File: config.mk
export PLATFORM = sky130hd
export DESIGN_NAME = iterative_mul_div_unit_flat
export DESIGN_NICKNAME = d
export VERILOG_FILES = /design/src/rtl/iterative_mul_div_unit_if.sv /design/src/rtl/iterative_mul_div_unit.sv /design/src/flat_wrapper.sv
export SDC_FILE = /design/constraint.sdc
export NUM_CORES = 1
export LEC_CHECK = 0
export ABC_CLOCK_PERIOD_IN_PS = 10000
export BUFFER_PORTS_ARGS = -buffer_cell sky130_fd_sc_hd__buf_2
export CAP_MARGIN = 5
export CORE_MARGIN = 5
export CORE_UTILIZATION = 39
export DETAILED_ROUTE_END_ITERATION = 16
export MAX_ROUTING_LAYER = met4
export PLACE_DENSITY = 0.64
export SETUP_SLACK_MARGIN = 0.1
export SLEW_MARGIN = 20
export SYNTH_ARGS = -nofsm -noshare
export SYNTH_HDL_FRONTEND = slang
export SYNTH_SLANG_ARGS = --single-unit
File: constraint.sdc
create_clock -name Clk -period 10 [get_ports Clk]
set_input_delay 0 -clock Clk [delete_from_list [all_inputs] [get_ports Clk]]
set_output_delay 0 -clock Clk [all_outputs]
set_load 0.01 [all_outputs]
File: src/rtl/iterative_mul_div_unit_if.sv
// Start/Busy/Done handshake and operand/result bus of the iterative mul/div unit.
interface iterative_mul_div_unit_if #(
    parameter int WIDTH = 64,
    parameter int TAG_W = 5
);
    logic             Start;
    logic [1:0]       Op;
    logic [WIDTH-1:0] OpA;
    logic [WIDTH-1:0] OpB;
    logic [TAG_W-1:0] RdIn;
    logic             Busy;
    logic             Done;
    logic [WIDTH-1:0] Result;
    logic [TAG_W-1:0] RdOut;

    modport master (
        output Start, Op, OpA, OpB, RdIn,
        input  Busy, Done, Result, RdOut
    );

    modport slave (
        input  Start, Op, OpA, OpB, RdIn,
        output Busy, Done, Result, RdOut
    );
endinterface

File: src/rtl/iterative_mul_div_unit.sv
// Iterative WIDTH-cycle multiply / restoring divide for the LEGv8 datapath.
// Define MULDIV_SDIV_EN to build signed division (Op=10); otherwise Op=10 returns 0.
module iterative_mul_div_unit #(
    parameter int WIDTH = 64,
    parameter int TAG_W = 5
) (
    input logic Clk,
    input logic Reset,
    iterative_mul_div_unit_if.slave bus
);
    localparam int CNT_W = $clog2(WIDTH);
    localparam logic [1:0] OP_MUL  = 2'b00;
    localparam logic [1:0] OP_UDIV = 2'b01;
    localparam logic [1:0] OP_SDIV = 2'b10;

    typedef enum logic [1:0] {
        IDLE = 2'b00,
        RUN  = 2'b01,
        DONE = 2'b10
    } state_t;

    state_t state;
    state_t stateNext;

    logic [CNT_W-1:0] cnt;
    logic [1:0]       opReg;
    logic [TAG_W-1:0] rdReg;
    logic [WIDTH-1:0] accReg;
    logic [WIDTH-1:0] qReg;
    logic [WIDTH-1:0] bReg;
`ifdef MULDIV_SDIV_EN
    logic             negQ;
    logic             negLoad;
`endif

    logic             accept;
    logic             special;
    logic             lastIter;
    logic [WIDTH-1:0] loadQ;
    logic [WIDTH-1:0] loadB;
    logic [WIDTH:0]   remShift;
    logic [WIDTH:0]   remDiff;
    logic [WIDTH-1:0] accNext;
    logic [WIDTH-1:0] qNext;
    logic [WIDTH-1:0] resultNext;

    assign accept   = bus.Start && (state != RUN);
    assign lastIter = (cnt == CNT_W'(WIDTH - 1));

    // Ops that complete without iterating: result is forced to zero
    always_comb begin
        special = 1'b1;
        unique case (bus.Op)
            OP_MUL:  special = 1'b0;
            OP_UDIV: special = (bus.OpB == '0);
`ifdef MULDIV_SDIV_EN
            OP_SDIV: special = (bus.OpB == '0);
`else
            OP_SDIV: special = 1'b1;
`endif
            default: special = 1'b1;
        endcase
    end

    // Operand loading: MUL keeps multiplicand in bReg, multiplier in qReg
    always_comb begin
        loadQ = bus.OpA;
        loadB = bus.OpB;
`ifdef MULDIV_SDIV_EN
        negLoad = 1'b0;
`endif
        unique case (bus.Op)
            OP_MUL: begin
                loadQ = bus.OpB;
                loadB = bus.OpA;
            end
`ifdef MULDIV_SDIV_EN
            OP_SDIV: begin
                loadQ = bus.OpA[WIDTH-1] ? -bus.OpA : bus.OpA;
                loadB = bus.OpB[WIDTH-1] ? -bus.OpB : bus.OpB;
                negLoad = bus.OpA[WIDTH-1] ^ bus.OpB[WIDTH-1];
            end
`endif
            default: begin
                loadQ = bus.OpA;
                loadB = bus.OpB;
            end
        endcase
    end

    // One iteration: MSB-first shift-add, or one restoring-divide step
    always_comb begin
        remShift = {accReg, qReg[WIDTH-1]};
        remDiff  = remShift - {1'b0, bReg};
        accNext  = accReg;
        qNext    = qReg;
        if (opReg == OP_MUL) begin
            accNext = {accReg[WIDTH-2:0], 1'b0}
                    + (qReg[WIDTH-1] ? bReg : '0);
            qNext   = {qReg[WIDTH-2:0], 1'b0};
        end else if (!remDiff[WIDTH]) begin
            accNext = remDiff[WIDTH-1:0];
            qNext   = {qReg[WIDTH-2:0], 1'b1};
        end else begin
            accNext = remShift[WIDTH-1:0];
            qNext   = {qReg[WIDTH-2:0], 1'b0};
        end
    end

    always_comb begin
        resultNext = qNext;
        if (opReg == OP_MUL) begin
            resultNext = accNext;
        end
`ifdef MULDIV_SDIV_EN
        else if (opReg == OP_SDIV && negQ) begin
            resultNext = -qNext;
        end
`endif
    end

    always_ff @(posedge Clk or posedge Reset) begin
        if (Reset) begin
            state <= IDLE;
        end else begin
            state <= stateNext;
        end
    end

    always_comb begin
        stateNext = state;
        unique case (state)
            IDLE: if (accept) stateNext = special ? DONE : RUN;
            RUN:  if (lastIter) stateNext = DONE;
            DONE: begin
                if (accept) stateNext = special ? DONE : RUN;
                else        stateNext = IDLE;
            end
            default: stateNext = IDLE;
        endcase
    end

    always_comb begin
        bus.Busy = (state == RUN);
        bus.Done = (state == DONE);
    end

    always_ff @(posedge Clk or posedge Reset) begin
        if (Reset) begin
            cnt        <= '0;
            opReg      <= OP_MUL;
            rdReg      <= '0;
            accReg     <= '0;
            qReg       <= '0;
            bReg       <= '0;
            bus.Result <= '0;
            bus.RdOut  <= '0;
`ifdef MULDIV_SDIV_EN
            negQ       <= 1'b0;
`endif
        end else if (accept) begin
            cnt    <= '0;
            opReg  <= bus.Op;
            rdReg  <= bus.RdIn;
            accReg <= '0;
            qReg   <= loadQ;
            bReg   <= loadB;
`ifdef MULDIV_SDIV_EN
            negQ   <= negLoad;
`endif
            if (special) begin
                bus.Result <= '0;
                bus.RdOut  <= bus.RdIn;
            end
        end else if (state == RUN) begin
            cnt    <= cnt + CNT_W'(1);
            accReg <= accNext;
            qReg   <= qNext;
            if (lastIter) begin
                bus.Result <= resultNext;
                bus.RdOut  <= rdReg;
            end
        end
    end
endmodule

File: src/flat_wrapper.sv
// flat-port wrapper written by rule: the top's interface ports become plain ports
module iterative_mul_div_unit_flat 
#(
    parameter int WIDTH = 64,
    parameter int TAG_W = 5
)
  (Clk, Reset, bus_Start, bus_Op, bus_OpA, bus_OpB, bus_RdIn, bus_Busy, bus_Done, bus_Result, bus_RdOut);
  iterative_mul_div_unit_if #(.WIDTH(WIDTH), .TAG_W(TAG_W)) bus_i ();
  input logic Clk;
  input logic Reset;
  input wire logic [$bits(bus_i.Start)-1:0] bus_Start;
  input wire logic [$bits(bus_i.Op)-1:0] bus_Op;
  input wire logic [$bits(bus_i.OpA)-1:0] bus_OpA;
  input wire logic [$bits(bus_i.OpB)-1:0] bus_OpB;
  input wire logic [$bits(bus_i.RdIn)-1:0] bus_RdIn;
  output wire logic [$bits(bus_i.Busy)-1:0] bus_Busy;
  output wire logic [$bits(bus_i.Done)-1:0] bus_Done;
  output wire logic [$bits(bus_i.Result)-1:0] bus_Result;
  output wire logic [$bits(bus_i.RdOut)-1:0] bus_RdOut;
  assign bus_i.Start = bus_Start;
  assign bus_i.Op = bus_Op;
  assign bus_i.OpA = bus_OpA;
  assign bus_i.OpB = bus_OpB;
  assign bus_i.RdIn = bus_RdIn;
  assign bus_Busy = bus_i.Busy;
  assign bus_Done = bus_i.Done;
  assign bus_Result = bus_i.Result;
  assign bus_RdOut = bus_i.RdOut;
  iterative_mul_div_unit #(.WIDTH(WIDTH), .TAG_W(TAG_W)) u_core (.Clk(Clk), .Reset(Reset), .bus(bus_i));
endmodule
## Yosys cells after proc, flatten, opt, wreduce, memory -nomap -nowiden

Cells that the tools add are included.

- $add $sub $neg: 3
- Equality and inequality tests: 8
- Multiplexer cells: 28
- Reduce and logical (&&, ||, !) cells: 9

Operator list:

| kind | number |
|---|---|
| 2-to-1 mux 64 bit | 14 |
| subtractor 65 x 64 -> 65 bit | 1 |
| adder 64 bit | 1 |
| zero test 64 bit | 1 |
| 2-to-1 mux 5 bit | 4 |
| 2-to-1 mux 6 bit | 2 |
| 2-to-1 mux 2 bit | 4 |
| adder 6 x 1 -> 6 bit, second input constant | 1 |
| == test 6 bit, second input constant | 1 |
| zero test 2 bit | 3 |
| != test 2 x 1 -> 1 bit, second input constant | 3 |
| case mux 2 bit (3 select lines) | 1 |
| == test 2 x 1 -> 1 bit, second input constant | 2 |
| nonzero test 2 bit | 2 |
| AND reduction 3 bit | 1 |
| == test 2 bit, second input constant | 1 |
| 2-to-1 mux 1 bit | 2 |
| != test 2 bit, second input constant | 1 |
| case mux 1 bit (2 select lines) | 1 |
| AND reduction 2 bit | 1 |
| logical AND 1 bit | 1 |

- Bits in registers: 276
- Input port bits: 138
- Output and inout bits: 71
- Logic and storage cells: 57

## Longest topological paths before layout

- Word-level depth: 7
- Mapped depth: 16
- Depth with buffers taken out: 14

## Least setup slack after synthesis

No wires, ideal clock.

- Kind: reg2reg
- Start point: register u_core.qReg[63]
- End point: register u_core.bus.Result[62]
- Arrival: 3.483 ns
- Required time: 9.874 ns
- Path slack: 6.391 ns
- Stages on the path, launching flop included: 15
- Path buffers: 1
- Clock period less this slack: 3.609 ns
- Cells stage by stage: dfrtp_1 inv_2 clkbuf_1 nor2_1 ha_1 a21oi_1 or3_1 or3b_1 or2_2 a32o_1 a211oi_2 o21ai_1 a41oi_2 xnor2_1 a221o_1

- Longest elaborated chain between the ends: 7
- Elaborated cells on any way between the ends: 9

Ends and longest elaborated chain:

| element | RTL line | RTL |
|---|---|---|
| start, declared | iterative_mul_div_unit.sv:29 | `logic [WIDTH-1:0] qReg;` |
| start signal, assigned | iterative_mul_div_unit.sv:166 | `qReg <= loadQ;` |
| start signal, assigned | iterative_mul_div_unit.sv:178 | `qReg <= qNext;` |
| subtractor 65 x 64 -> 65 bit or 2-to-1 mux 64 bit (tied branches) | iterative_mul_div_unit.sv:94, iterative_mul_div_unit.sv:99 |  |
| 2-to-1 mux 64 bit or adder 64 bit (tied branches) | iterative_mul_div_unit.sv:101, iterative_mul_div_unit.sv:99 |  |
| 2-to-1 mux 64 bit (*) | iterative_mul_div_unit.sv:97 | `if (opReg == OP_MUL) begin` |
| 2-to-1 mux 64 bit (*) | iterative_mul_div_unit.sv:112 | `if (opReg == OP_MUL) begin` |
| 2-to-1 mux 64 bit (*) | iterative_mul_div_unit.sv:179 | `if (lastIter) begin` |
| 2-to-1 mux 64 bit (*) | iterative_mul_div_unit.sv:175 | `end else if (state == RUN) begin` |
| 2-to-1 mux 64 bit (*) | iterative_mul_div_unit.sv:161 | `end else if (accept) begin` |
| end signal, assigned | iterative_mul_div_unit.sv:180 | `bus.Result <= resultNext;` |
| end, declared | iterative_mul_div_unit_if.sv:23 | `output Busy, Done, Result, RdOut` |

Mark *: on every way between the ends. The rest lies on a longest branch, timed or not. The select of a mux whose other input is x is not followed.
A chain may end at the register's enable or synchronous reset.

## Final worst setup path

- Start point: register u_core.qReg[63]
- End point: register u_core.bus.Result[51]

Same word-level chain as after synthesis.

==> impl_metrics.env <==
export IMPL_status="finished clean"
export IMPL_cp_start_kind="register"
export IMPL_maxCapViolations=0
export IMPL_pin_count=209
export IMPL_wl_mm=93.7
export IMPL_seq_area_frac_synth_pct=31.7
export IMPL_place_hpwl_mm=68.8
export IMPL_final_antenna_net_count=0
export IMPL_endpoint_kind="register"
export IMPL_area_growth_syn_to_layout_pct=21.0
export IMPL_ir_drop_v=0.000220
export IMPL_post_cts_setup_buffers=0
export IMPL_final_cell_mix="389 x a21oi_1, 360 x nand2_1, 320 x o21ai_0, 281 x nor2_1, 276 x dfrtp_1"
export IMPL_required_ps=10490
export IMPL_final_common_cell="a21oi_1"
export IMPL_finalHoldViolCount=0
export IMPL_start_util_pct=39.5
export IMPL_cts_tree="done"
export IMPL_synth_async_sr_flop_share_pct=100
export IMPL_fp_row_count=86
export IMPL_power_density_nw_per_um2=296
export IMPL_critPathKind="register to register"
export IMPL_fin_worst_skew_ps=31.3
export IMPL_grt_overflow_total=0
export IMPL_htree_levels=1
export IMPL_drcViolationCount=0
export IMPL_grt_pass1_wl_mm=140
export IMPL_cts_buffers=31
export IMPL_clockRootBuffer="clkbuf_16"
export IMPL_detailedRoute_firstIterationViolations=2822
export IMPL_wl_per_cell_um=24.1
export IMPL_yosysWarnings=0
export IMPL_dpl_cell_area_um2=23300
export IMPL_core_area_um2=55200
export IMPL_fin_area_um2=26400
export IMPL_period_needed_ps=5210
export IMPL_netlist_area_um2=21800
export IMPL_place_inst=3625
export IMPL_vias_per_cell=6.09
export IMPL_power_leakage_nw=11.9
export IMPL_synthFlopType="dfrtp_1"
export IMPL_antenna_found_initial=3
export IMPL_first_global_vias=22300
export IMPL_hp_class="input port to asynchronous set/reset pin"
export IMPL_rsz0062_at_grt="false"
export IMPL_fin_nets=3379
export IMPL_slew_violations=0
export IMPL_synth_distinct_cells=81
export IMPL_clk_path_buf_depth=3
export IMPL_port_buffers=208
export IMPL_drt_pass1_iterations=5
export IMPL_synth_cells=2823
export IMPL_synth_nets=3091
export IMPL_setup_viol=0
export IMPL_slew_headroom_pct=26.7
export IMPL_clk_latency_ps=610
export IMPL_drive_gt1_share_pct=10.7
export IMPL_syn_area_per_cell_um2=7.73
export IMPL_timing_hold_ws_ps=87.0
export IMPL_grt_max_degree=160
export IMPL_clock_sinks=276
export IMPL_period_share_pct=52.1
export IMPL_tns_ps=0
export IMPL_die_area_um2=60800
export IMPL_gpl_final_weighted_congestion=1.01
export IMPL_fin_cells=3888
export IMPL_max_freq_ghz=0.192
export IMPL_dr_total_vias=23700
export IMPL_cp_max_fo=18
export IMPL_worstPathArrival_ps=5700
export IMPL_grt_usage_pct=30.4
export IMPL_fp_dieW_um=246
export IMPL_total_power_mw=7.82
export IMPL_worst_slew_pin_slew_ps=1090
export IMPL_clkTransAtPathRegs_ps=60
export IMPL_synth_seq_cells=276
export IMPL_synth_edf_count=0
export IMPL_fp_dieH_um=246
==> cells by family after synthesis <==
| group | after synthesis | synth area share [%] |
|---|---|---|
| fa+ha+maj | 130 | 7.53 |
| mux | 106 | 4.96 |
| xor+xnor | 119 | 4.78 |
| simple gates | 869 | 17.4 |
| compound gates | 1046 | 28.7 |
| flops | 276 | 31.7 |
| buf+inv | 277 | 4.92 |
==> report_power, final <==
group / total, mW / internal [mW] / switching [mW]
clock network: 1.16 / 0.658 / 0.505
logic: 4.83 / 1.61 / 3.22
registers: 1.82 / 1.48 / 0.340
==> layout make-up <==
type,instances,area [µm²]
fill,5327,28800
multi-input combinational,2270,13900
sequential,276,6910
timing repair buffer,435,3280
tap,748,936
clock buffer,46,922
inverter,97,377
clock inverter,11,82.6
antenna,5,12.5
==> through the flow <==
stage               utilization, %  worst slack [ps]
global route                  47.8              4660
floorplan                        -              2390
finish                        47.8              4790
global placement              42.3              4630
detailed placement            42.3              4500
CTS                           47.7              4510
==> what timing repair did <==
| action | in CTS | in global routing |
|---|---|---|
| hold buffers | 200 | 0 |
| resized for setup | 0 | 0 |
| endpoints found under the hold margin | 257 | 0 |
==> synthesized netlist by cell type, types with 10 or more instances <==
library cell	number	area share, %
nand4_1	34	0.98
mux2i_1	89	4.1
a31oi_1	17	0.49
a22oi_1	16	0.55
inv_1	94	1.6
or3_1	11	0.32
ha_1	128	7.3
a21oi_1	390	8.9
nor2b_1	10	0.29
nor4_1	27	0.77
and2_1	13	0.37
dfrtp_1	276	32
mux2_2	17	0.88
a22o_1	16	0.64
nor2_1	285	4.9
o21bai_1	28	0.96
o21a_1	18	0.62
o31ai_1	17	0.59
nand2_1	360	6.2
clkbuf_1	160	2.8
o21ai_0	320	7.3
nor3_1	34	0.78
xor2_1	49	2.0
a32o_1	15	0.69
nand2b_1	13	0.37
a21o_1	50	1.7
nand3_1	30	0.69
o211ai_1	29	1.0
and3_1	27	0.77
xnor2_1	70	2.8
a211oi_1	23	0.79
==> worst paths after layout <==
path,start,endpoint,slack [ps],depth (start not counted)
min in group Clk,bus_RdIn[3],u_core.rdReg[3]$_DFFE_PP0P_,200,3
max in group asynchronous,Reset,u_core.accReg[40]$_DFFE_PP0P_,8400,4
setup / recovery,u_core.qReg[63]$_DFFE_PP0P_,u_core.bus.Result[51]$_DFFE_PP0P_,4790,13
hold reg to reg,u_core.bus.Result[20]$_DFFE_PP0P_,u_core.bus.Result[20]$_DFFE_PP0P_,470,2
hold / removal,Reset,u_core.bus.Result[10]$_DFFE_PP0P_,90,3
setup reg to reg,u_core.qReg[63]$_DFFE_PP0P_,u_core.bus.Result[51]$_DFFE_PP0P_,4790,13
==> layer usage <==
layer / wire, µm / GRT usage (%) / up-vias
li1: - / - / 10700
met1: 42900 / 44.4 / 11500
met4: 2400 / 6.68 / 0
met5: 0 / - / -
met3: 9330 / 6.72 / 161
met2: 39100 / 43.1 / 1257
==> critical path, stage by stage, from the launching register on <==
cell,delay (ps)
dfrtp_1,440
inv_2,330
nor2_1,90
ha_1,460
nand4_1,180
nor4b_1,710
nor3_1,260
nor4b_1,550
nor2_1,270
o21ai_0,830
a211oi_1,200
xnor2_1,460
mux2i_1,150
o21ai_0,180
==> registers in the layout, indices dropped and copies added (netlist names) <==
signal,flops
u_core.bus.RdOut,5
u_core.accReg,64
u_core.bus.Result,64
u_core.cnt,6
u_core.bReg,64
u_core.rdReg,5
u_core.qReg,64
u_core.state,2
u_core.opReg,2
(Power assumes the default switching activity.)
